File: config.mk
export PLATFORM = sky130hd
export DESIGN_NAME = fifo_sync_param_flat
export DESIGN_NICKNAME = d
export VERILOG_FILES = /design/src/rtl/fifo_sync_param_if.sv /design/src/rtl/fifo_sync_param.sv /design/src/flat_wrapper.sv
export SDC_FILE = /design/constraint.sdc
export NUM_CORES = 1
export LEC_CHECK = 0
export ABC_AREA = 1
export ABC_CLOCK_PERIOD_IN_PS = 2000
export CORE_MARGIN = 5
export CORE_UTILIZATION = 50
export CTS_CLUSTER_SIZE = 25
export DETAILED_ROUTE_END_ITERATION = 8
export PLACE_DENSITY = 0.86
export SYNTH_ARGS = -nofsm -noshare
export SYNTH_HDL_FRONTEND = slang
export SYNTH_SLANG_ARGS = --single-unit
File: constraint.sdc
create_clock -name clk -period 2 [get_ports clk]
set_clock_uncertainty 0.1 [all_clocks]
set_input_delay 0.3 -clock clk [delete_from_list [all_inputs] [get_ports clk]]
set_output_delay 0.3 -clock clk [all_outputs]
set_load 0.01 [all_outputs]
File: src/rtl/fifo_sync_param_if.sv
// rtl/fifo_sync_param_if.sv - handshake, data and status bundle for fifo_sync_param
interface fifo_sync_param_if #(
  parameter int DATA_W = 4,
  parameter int DEPTH  = 8
);
  localparam int ADDR_W = $clog2(DEPTH);

  logic              wr_en;
  logic [DATA_W-1:0] wr_data;
  logic              rd_en;
  logic [DATA_W-1:0] rd_data;
  logic              flush;
  logic              empty;
  logic              full;
  logic              almost_full;
  logic              almost_empty;
  logic [ADDR_W:0]   cnt;
  logic              overflow;
  logic              underflow;

  modport master (
    output wr_en, wr_data, rd_en, flush,
    input  rd_data, empty, full, almost_full, almost_empty, cnt, overflow, underflow
  );

  modport slave (
    input  wr_en, wr_data, rd_en, flush,
    output rd_data, empty, full, almost_full, almost_empty, cnt, overflow, underflow
  );
endinterface

File: src/rtl/fifo_sync_param.sv
// rtl/fifo_sync_param.sv - parametrised single-clock FIFO with count, watermarks, sticky errors, flush
// Define FIFO_FWFT_EN for first-word-fall-through reads; otherwise reads are registered (1-cycle latency).
module fifo_sync_param #(
  parameter int DATA_W   = 4,
  parameter int DEPTH    = 8,
  parameter int AF_LEVEL = DEPTH - 1,
  parameter int AE_LEVEL = 1
) (
  input logic               clk,
  input logic               rst,
  fifo_sync_param_if.slave  bus
);
  localparam int ADDR_W = $clog2(DEPTH);
  localparam logic [ADDR_W:0] CNT_FULL = (ADDR_W+1)'(DEPTH);
  localparam logic [ADDR_W:0] AF_C     = (ADDR_W+1)'(AF_LEVEL);
  localparam logic [ADDR_W:0] AE_C     = (ADDR_W+1)'(AE_LEVEL);

  logic [DATA_W-1:0] mem [DEPTH];
  logic [ADDR_W-1:0] wr_ptr_q, wr_ptr_d;
  logic [ADDR_W-1:0] rd_ptr_q, rd_ptr_d;
  logic [ADDR_W:0]   cnt_q, cnt_d;
  logic              overflow_q, overflow_d;
  logic              underflow_q, underflow_d;
  logic              empty, full, rd_ok, wr_ok;

  assign empty = (cnt_q == '0);
  assign full  = (cnt_q == CNT_FULL);

  // flush masks both ports so nothing is stored or popped in that cycle
  assign rd_ok = bus.rd_en & ~empty & ~bus.flush;
  assign wr_ok = bus.wr_en & (~full | rd_ok) & ~bus.flush;

  always_comb begin
    wr_ptr_d    = wr_ptr_q;
    rd_ptr_d    = rd_ptr_q;
    cnt_d       = cnt_q;
    overflow_d  = overflow_q;
    underflow_d = underflow_q;
    if (bus.flush) begin
      wr_ptr_d    = '0;
      rd_ptr_d    = '0;
      cnt_d       = '0;
      overflow_d  = 1'b0;
      underflow_d = 1'b0;
    end else begin
      if (wr_ok) wr_ptr_d = wr_ptr_q + 1'b1;
      if (rd_ok) rd_ptr_d = rd_ptr_q + 1'b1;
      if (wr_ok & ~rd_ok)      cnt_d = cnt_q + 1'b1;
      else if (rd_ok & ~wr_ok) cnt_d = cnt_q - 1'b1;
      if (bus.wr_en & ~wr_ok) overflow_d  = 1'b1;
      if (bus.rd_en & empty)  underflow_d = 1'b1;
    end
  end

  always_ff @(posedge clk or negedge rst) begin
    if (!rst) begin
      wr_ptr_q    <= '0;
      rd_ptr_q    <= '0;
      cnt_q       <= '0;
      overflow_q  <= 1'b0;
      underflow_q <= 1'b0;
    end else begin
      wr_ptr_q    <= wr_ptr_d;
      rd_ptr_q    <= rd_ptr_d;
      cnt_q       <= cnt_d;
      overflow_q  <= overflow_d;
      underflow_q <= underflow_d;
    end
  end

  always_ff @(posedge clk) begin
    if (wr_ok) mem[wr_ptr_q] <= bus.wr_data;
  end

`ifdef FIFO_FWFT_EN
  assign bus.rd_data = empty ? '0 : mem[rd_ptr_q];
`else
  logic [DATA_W-1:0] rd_data_q, rd_data_d;

  always_comb begin
    rd_data_d = rd_data_q;
    if (rd_ok) rd_data_d = mem[rd_ptr_q];
  end

  always_ff @(posedge clk or negedge rst) begin
    if (!rst) rd_data_q <= '0;
    else      rd_data_q <= rd_data_d;
  end

  assign bus.rd_data = rd_data_q;
`endif

  assign bus.empty        = empty;
  assign bus.full         = full;
  assign bus.almost_full  = (cnt_q >= AF_C);
  assign bus.almost_empty = (cnt_q <= AE_C);
  assign bus.cnt          = cnt_q;
  assign bus.overflow     = overflow_q;
  assign bus.underflow    = underflow_q;
endmodule
File: src/flat_wrapper.sv
// flat-port wrapper written by rule: the top's interface ports become plain ports
module fifo_sync_param_flat 
#(
  parameter int DATA_W   = 4,
  parameter int DEPTH    = 8,
  parameter int AF_LEVEL = DEPTH - 1,
  parameter int AE_LEVEL = 1
)
  (clk, rst, bus_wr_en, bus_wr_data, bus_rd_en, bus_flush, bus_rd_data, bus_empty, bus_full, bus_almost_full, bus_almost_empty, bus_cnt, bus_overflow, bus_underflow);
  fifo_sync_param_if #(.DATA_W(DATA_W), .DEPTH(DEPTH)) bus_i ();
  input logic clk;
  input logic rst;
  input wire logic [$bits(bus_i.wr_en)-1:0] bus_wr_en;
  input wire logic [$bits(bus_i.wr_data)-1:0] bus_wr_data;
  input wire logic [$bits(bus_i.rd_en)-1:0] bus_rd_en;
  input wire logic [$bits(bus_i.flush)-1:0] bus_flush;
  output wire logic [$bits(bus_i.rd_data)-1:0] bus_rd_data;
  output wire logic [$bits(bus_i.empty)-1:0] bus_empty;
  output wire logic [$bits(bus_i.full)-1:0] bus_full;
  output wire logic [$bits(bus_i.almost_full)-1:0] bus_almost_full;
  output wire logic [$bits(bus_i.almost_empty)-1:0] bus_almost_empty;
  output wire logic [$bits(bus_i.cnt)-1:0] bus_cnt;
  output wire logic [$bits(bus_i.overflow)-1:0] bus_overflow;
  output wire logic [$bits(bus_i.underflow)-1:0] bus_underflow;
  assign bus_i.wr_en = bus_wr_en;
  assign bus_i.wr_data = bus_wr_data;
  assign bus_i.rd_en = bus_rd_en;
  assign bus_i.flush = bus_flush;
  assign bus_rd_data = bus_i.rd_data;
  assign bus_empty = bus_i.empty;
  assign bus_full = bus_i.full;
  assign bus_almost_full = bus_i.almost_full;
  assign bus_almost_empty = bus_i.almost_empty;
  assign bus_cnt = bus_i.cnt;
  assign bus_overflow = bus_i.overflow;
  assign bus_underflow = bus_i.underflow;
  fifo_sync_param #(.DATA_W(DATA_W), .DEPTH(DEPTH), .AF_LEVEL(AF_LEVEL), .AE_LEVEL(AE_LEVEL)) u_core (.clk(clk), .rst(rst), .bus(bus_i));
endmodule
# Word level (Yosys, flattened, before mapping)
# Memories as Yosys holds them, arrays and structs flattened. A register that Yosys moved wholly into a read port is not among the register bits.
# Index checks and enable logic that the tools add are counted.
op_classes:
  reduce_logical: 7
  addsub: 4
  n_eq_ne: 1
  order_cmp: 2
  n_bitwise: 14
  muxes: 13
ops:
  columns: ["cell", "n"]
  rows:
  - ["two-way mux 3 bit", 4]
  - ["two-way mux 4 bit", 3]
  - ["bitwise AND 1 bit", 8]
  - ["nonzero test 2 bit", 4]
  - ["adder 3 x 1 -> 3 bit, second input constant", 2]
  - ["two-way mux 1 bit", 6]
  - ["inverter 1 bit", 5]
  - ["adder 4 x 1 -> 4 bit, second input constant", 1]
  - ["equality test 4 bit, second input constant", 1]
  - ["greater-or-equal comparator 4 x 3 -> 1 bit, second input constant", 1]
  - ["<= comparator 4 x 1 -> 1 bit, second input constant", 1]
  - ["zero test 4 bit", 1]
  - ["subtractor 4 x 1 -> 4 bit, second input constant", 1]
  - ["nonzero test 3 bit", 1]
  - ["zero test 1 bit", 1]
  - ["bitwise OR 1 bit", 1]
word_totals:
  ff_bits: 12
  output_inout_bits: 14
  mem_bits_rw: 32
  word_cells: 47
  memories: 1
memory_table:
  columns: ["name", "words", "width", "read_ports", "rd_clocked_by_memory_dff", "write_ports", "line", "rtl"]
  rows:
  - ["u_core.mem", 8, 4, 1, 1, 1, "fifo_sync_param.sv:18", "logic [DATA_W-1:0] mem [DEPTH];"]

# Depth between registers and ports, before layout
depth:
  depth_word: 12
  mapped_depth: 10
  depth_no_buf: 10

# Worst setup path before layout
# Ideal clock, no wire load.
synth_timing:
  kind: "register to register"
  startpoint: "register u_core.cnt_q[0] (netlist: u_core.bus.cnt[0])"
  endpoint: "memory u_core.mem[6][0], enable pin"
  setup_time_ns: 0.329
  stages_incl_launch_ff: 10
  period_less_slack_ns: 2.047
  path_slack_ns: -0.047
  arrival_time_ns: 1.617
  cell_sequence: "dfrtp_1 inv_1 ha_1 nand3_1 inv_1 nand2_2 nand2_2 nor2_4 nand2_2 nor2_1"
synth_via:
  elab_cells_between_ends: 11
  cone_classes: "eq/ne: 1; mux: 2; bitwise: 7; reduce/logical: 1"
synth_lines:
  columns: ["element", "line", "rtl"]
  rows:
  - ["from (decl)", "fifo_sync_param.sv:21", "logic [ADDR_W:0] cnt_q, cnt_d;"]
  - ["from (signal assigned)", "fifo_sync_param.sv:65", "cnt_q <= cnt_d;"]
  - ["equality test 4 bit", "fifo_sync_param.sv:27", "assign full = (cnt_q == CNT_FULL);"]
  - ["via bus_full", "flat_wrapper.sv:19", "output wire logic [$bits(bus_i.full)-1:0] bus_full;"]
  - ["inverter 1 bit", "fifo_sync_param.sv:31", "assign wr_ok = bus.wr_en & (~full | rd_ok) & ~bus.flush;"]
  - ["bitwise OR 1 bit", "fifo_sync_param.sv:31", null]
  - ["bitwise AND 1 bit (2 in a row)", "fifo_sync_param.sv:31", null]
  - ["two-way mux 1 bit", "fifo_sync_param.sv:72", "if (wr_ok) mem[wr_ptr_q] <= bus.wr_data;"]
  - ["two-way mux 1 bit (not written as such)", "fifo_sync_param.sv:72", null]
  - ["to (decl)", "fifo_sync_param.sv:18", null]
# The timed path passes the listed nets, and every way through them passes these cells.

# Worst setup path in the final report
layout_timing:
  startpoint: "register u_core.cnt_q[1] (netlist: u_core.bus.cnt[1])"
  endpoint: "memory u_core.mem[6][1], enable pin"
layout_via:
  elab_chain_cells: 9
  elab_cells_between_ends: 11
  cone_classes: "eq/ne: 1; mux: 2; bitwise: 7; reduce/logical: 1"
layout_lines:
  columns: ["element", "line", "rtl"]
  rows:
  - ["zero test 4 bit", "fifo_sync_param.sv:26", "assign empty = (cnt_q == '0);"]
  - ["inverter 1 bit", "fifo_sync_param.sv:30", "assign rd_ok = bus.rd_en & ~empty & ~bus.flush;"]
  - ["bitwise AND 1 bit (2 in a row)", "fifo_sync_param.sv:30", null]
  - ["bitwise OR 1 bit (*)", "fifo_sync_param.sv:31", null]
  - ["bitwise AND 1 bit (*) (2 in a row)", "fifo_sync_param.sv:31", null]
  - ["two-way mux 1 bit (*)", "fifo_sync_param.sv:72", null]
  - ["two-way mux 1 bit (not written as such) (*)", "fifo_sync_param.sv:72", null]
# Mark *: on every way between the ends. The rest lies on a longest branch, timed or not.

==> results.cfg <==
[setup_path]
cp_max_fo = 5
cp.depth = 9
worst_setup_path_start_kind = flip-flop
crit_top_cell = nand2_2
cpPeakStageDelay_ns = 0.35
cp_cell_sequence = inv_1, ha_4, nand3_1, inv_1, nand2_2, nand2_2, nor2_4, nand2_2, nor2_1
crit_type = flip-flop to flip-flop
rr_worst_depth = 9
worstSetupEndpointType = flip-flop
path_delay_family = simple AND/OR/NAND/NOR gates
cp.arrival_ns = 1.77
crit_buf_inv = 2
required_ns = 1.87
cp_slowest_cell = dfrtp_1

[yosys]
syn_area_um2 = 2200
synth_area_leaders = edfxtp_1 44%, dfrtp_1 18%, nand2_1 6.1%
yosysSeqAreaShare_pct = 61.89
syn_avg_cell_area_um2 = 10.52
synth_top_cell_area_share_pct = 43.69
synth_largest_area_cell = edfxtp_1
yosysWarnings = 0
synth_cells = 209
synth_nets = 223
synth-seq-cells = 48
ys_types = 27

[grt]
grt_max_degree = 19
grt-ovfl-total = 0
grt_first_pass_wirelength_mm = 7.182
grt_pass1_vias = 1484
antenna_found_initial = 0
grt_util_all_layers_pct = 15.50

[flow_run]
drv_cap = 0

[die]
core-area_um2 = 4324
die_w_um = 76.33
io-pin-count = 23
die_area_um2 = 5826
rows = 24
start_util_pct = 50.87
die_h_um = 76.33

[routing]
viasPerCell = 5.315
route.detailed.drc = 0
drt-initial-drc-count = 198
wl_per_cell_um = 14.60
dr.pass1.iters = 4
ant_nets = 0
wl_mm = 4.350
num_vias = 1584

[layout]
syn_to_final_growth_pct = 21.39
fillers = 319
nNetsFinal = 259
drive_gt1_share_pct = 14.63
antenna_cells = 0

[cts]
tritoncts = yes
clock-sinks = 48
root_buffer = clkbuf_8
clkSlewWorstSetupHoldPaths_ns = 0.09
clock_path_buffers = 2
clk_latency_ns = 0.30
htreeDepth = 2
cts_hold_buf = 0
cts_inserted_buffers = 5

[power]
leakage_nw = 1.100
power.density_nw_per_um2 = 1122
internal_power_w = 0.002008
switchingPower_w = 0.0009868
p_seq_share_pct = 41.9
p_sw_share_pct = 32.95
peakVddDrop_uv = 491.9
p_comb_share_pct = 34.7
total_power_w = 0.002995
clkPwrFrac_pct = 23.4

[timing]
period_share_pct = 94.84
rsz0062_at_grt = no
relSlewSlack_pct = 71.97
hold_violations = 0
tns_ns = 0
timing.fmax_ghz = 0.5272
maxSlewViolCount = 0
hold_ws_ns = 0.2075
worstMarginPinSlew_ns = 0.4204
period_minus_slack_ns = 1.897
fin_ws_ns = 0.1031
finalSetupViolCount = 0

[placement]
io_buffer_count = 22
dp_hpwl_mm = 3.220
pre_cts_ws_ns = -0.03366
gp_congestion = 0.8502

[status]
outcome = complete, no violations

[hold_path]
holdCritPathClass = primary input to asynchronous set/reset pin
## final timing paths
| kind | start | to | slack, ns |
|---|---|---|---|
| worst max-delay path | u_core.bus.cnt[1] | u_core.mem[6][1] | 0.10 |
| worst min-delay path | rst | u_core.bus.rd_data[2] | 0.21 |
| worst max register to register | u_core.bus.cnt[1] | u_core.mem[6][1] | 0.10 |
| worst min register to register | u_core.bus.rd_data[0] | u_core.bus.rd_data[0] | 0.39 |
| max in group asynchronous | rst | u_core.wr_ptr_q[0] | 1.41 |
| min in group clk | u_core.bus.rd_data[0] | u_core.bus.rd_data[0] | 0.39 |
## kinds of logic (layout without fill, tap and decap cells)
family / count (synthesis) / after routing / synth area share, %
simple gates: 89 / 89 / 18.89
xor+xnor: 4 / 4 / 1.593
fa+ha+maj: 5 / 5 / 2.844
buf+inv: 25 / 62 / 4.892
compound gates: 38 / 38 / 9.897
flops: 48 / 48 / 61.89
## cell type report
class	count	area, um^2	share of cell area (%)
clock inverters	3	46.29	1.734
repair buffers	34	305.3	11.43
well taps	52	65.06	2.437
inverters	20	75.07	2.812
flip-flops and latches	48	1361	50.98
multi-input cells	136	748.2	28.02
clock buffers	5	68.82	2.577
## power groups by stage
stage	sequential, W	clock [W]	combinational (W)
2_1_floorplan	0.00129	0	0.000605
3_3_place_gp	0.00127	0	0.00102
3_5_place_dp	0.00128	0	0.00104
4_1_cts	0.00125	0.000711	0.00104
5_1_grt	0.00127	0.000771	0.00116
6_report	0.00126	0.000701	0.00104
## layout by cell type (no fill, tap or decap), types with 2 or more instances in the layout
master and instances:
nor2_4 2, dlygate4sd2_1 4, o211ai_1 4, o221ai_1 4
a21oi_1 3, o21ai_1 3, inv_2 3, nand3_1 10
o21ai_0 22, dfrtp_1 16, clkdlybuf4s50_1 18, ha_1 4
inv_1 16, buf_4 12, xor2_1 3, nor2_2 2
edfxtp_1 32, a31oi_1 2, nand2_2 5, clkbuf_8 5
nor2_1 30, nand2_1 36
## registers in the layout (all words and copies together) (netlist names)
signal	flops
u_core.bus.underflow	1
u_core.bus.cnt	4
u_core.mem	32
u_core.rd_ptr_q	3
u_core.wr_ptr_q	3
u_core.bus.rd_data	4
u_core.bus.overflow	1
## metal layers
metal / vias up / routed length, um / global-route usage, %
met5: - / 0 / 0
met4: 0 / 86 / 6.294
met3: 8 / 300 / 4.374
met2: 59 / 2011 / 22.77
met1: 735 / 1952 / 21.59
li1: 782 / - / -
## synth_stat cells
cell type  instances
nor2_4             2
nand2_4            1
o221ai_1           4
a21oi_1            3
nand4_4            1
nand3_1           10
o21ai_1            3
ha_1               5
nand3_4            1
nand4_1            1
clkbuf_1           1
dfrtp_1           16
xor2_1             3
buf_2              2
inv_2              2
edfxtp_1          32
o211ai_1           4
a31oi_1            2
nand2_2            5
o21ai_0           22
buf_4              1
nor2_1            32
nand2_1           36
xnor2_1            1
clkinv_1           1
inv_1             17
buf_6              1
## metrics by stage
step	instance area (um^2)	utilization [%]	cells
global route	2670	61.75	298
detailed placement	2545	58.85	290
floorplan	2202	-	209
global placement	2545	58.85	290
finish	2670	61.75	298
CTS	2668	61.69	298
## timing repair
item	4_1_cts	5_1_grt
endpoints found under the hold margin	0	0
resized for setup	7	1
setup buffers	0	0
setup endpoints to repair	5	4
No activity file was read; power rests on OpenSTA's default activity.
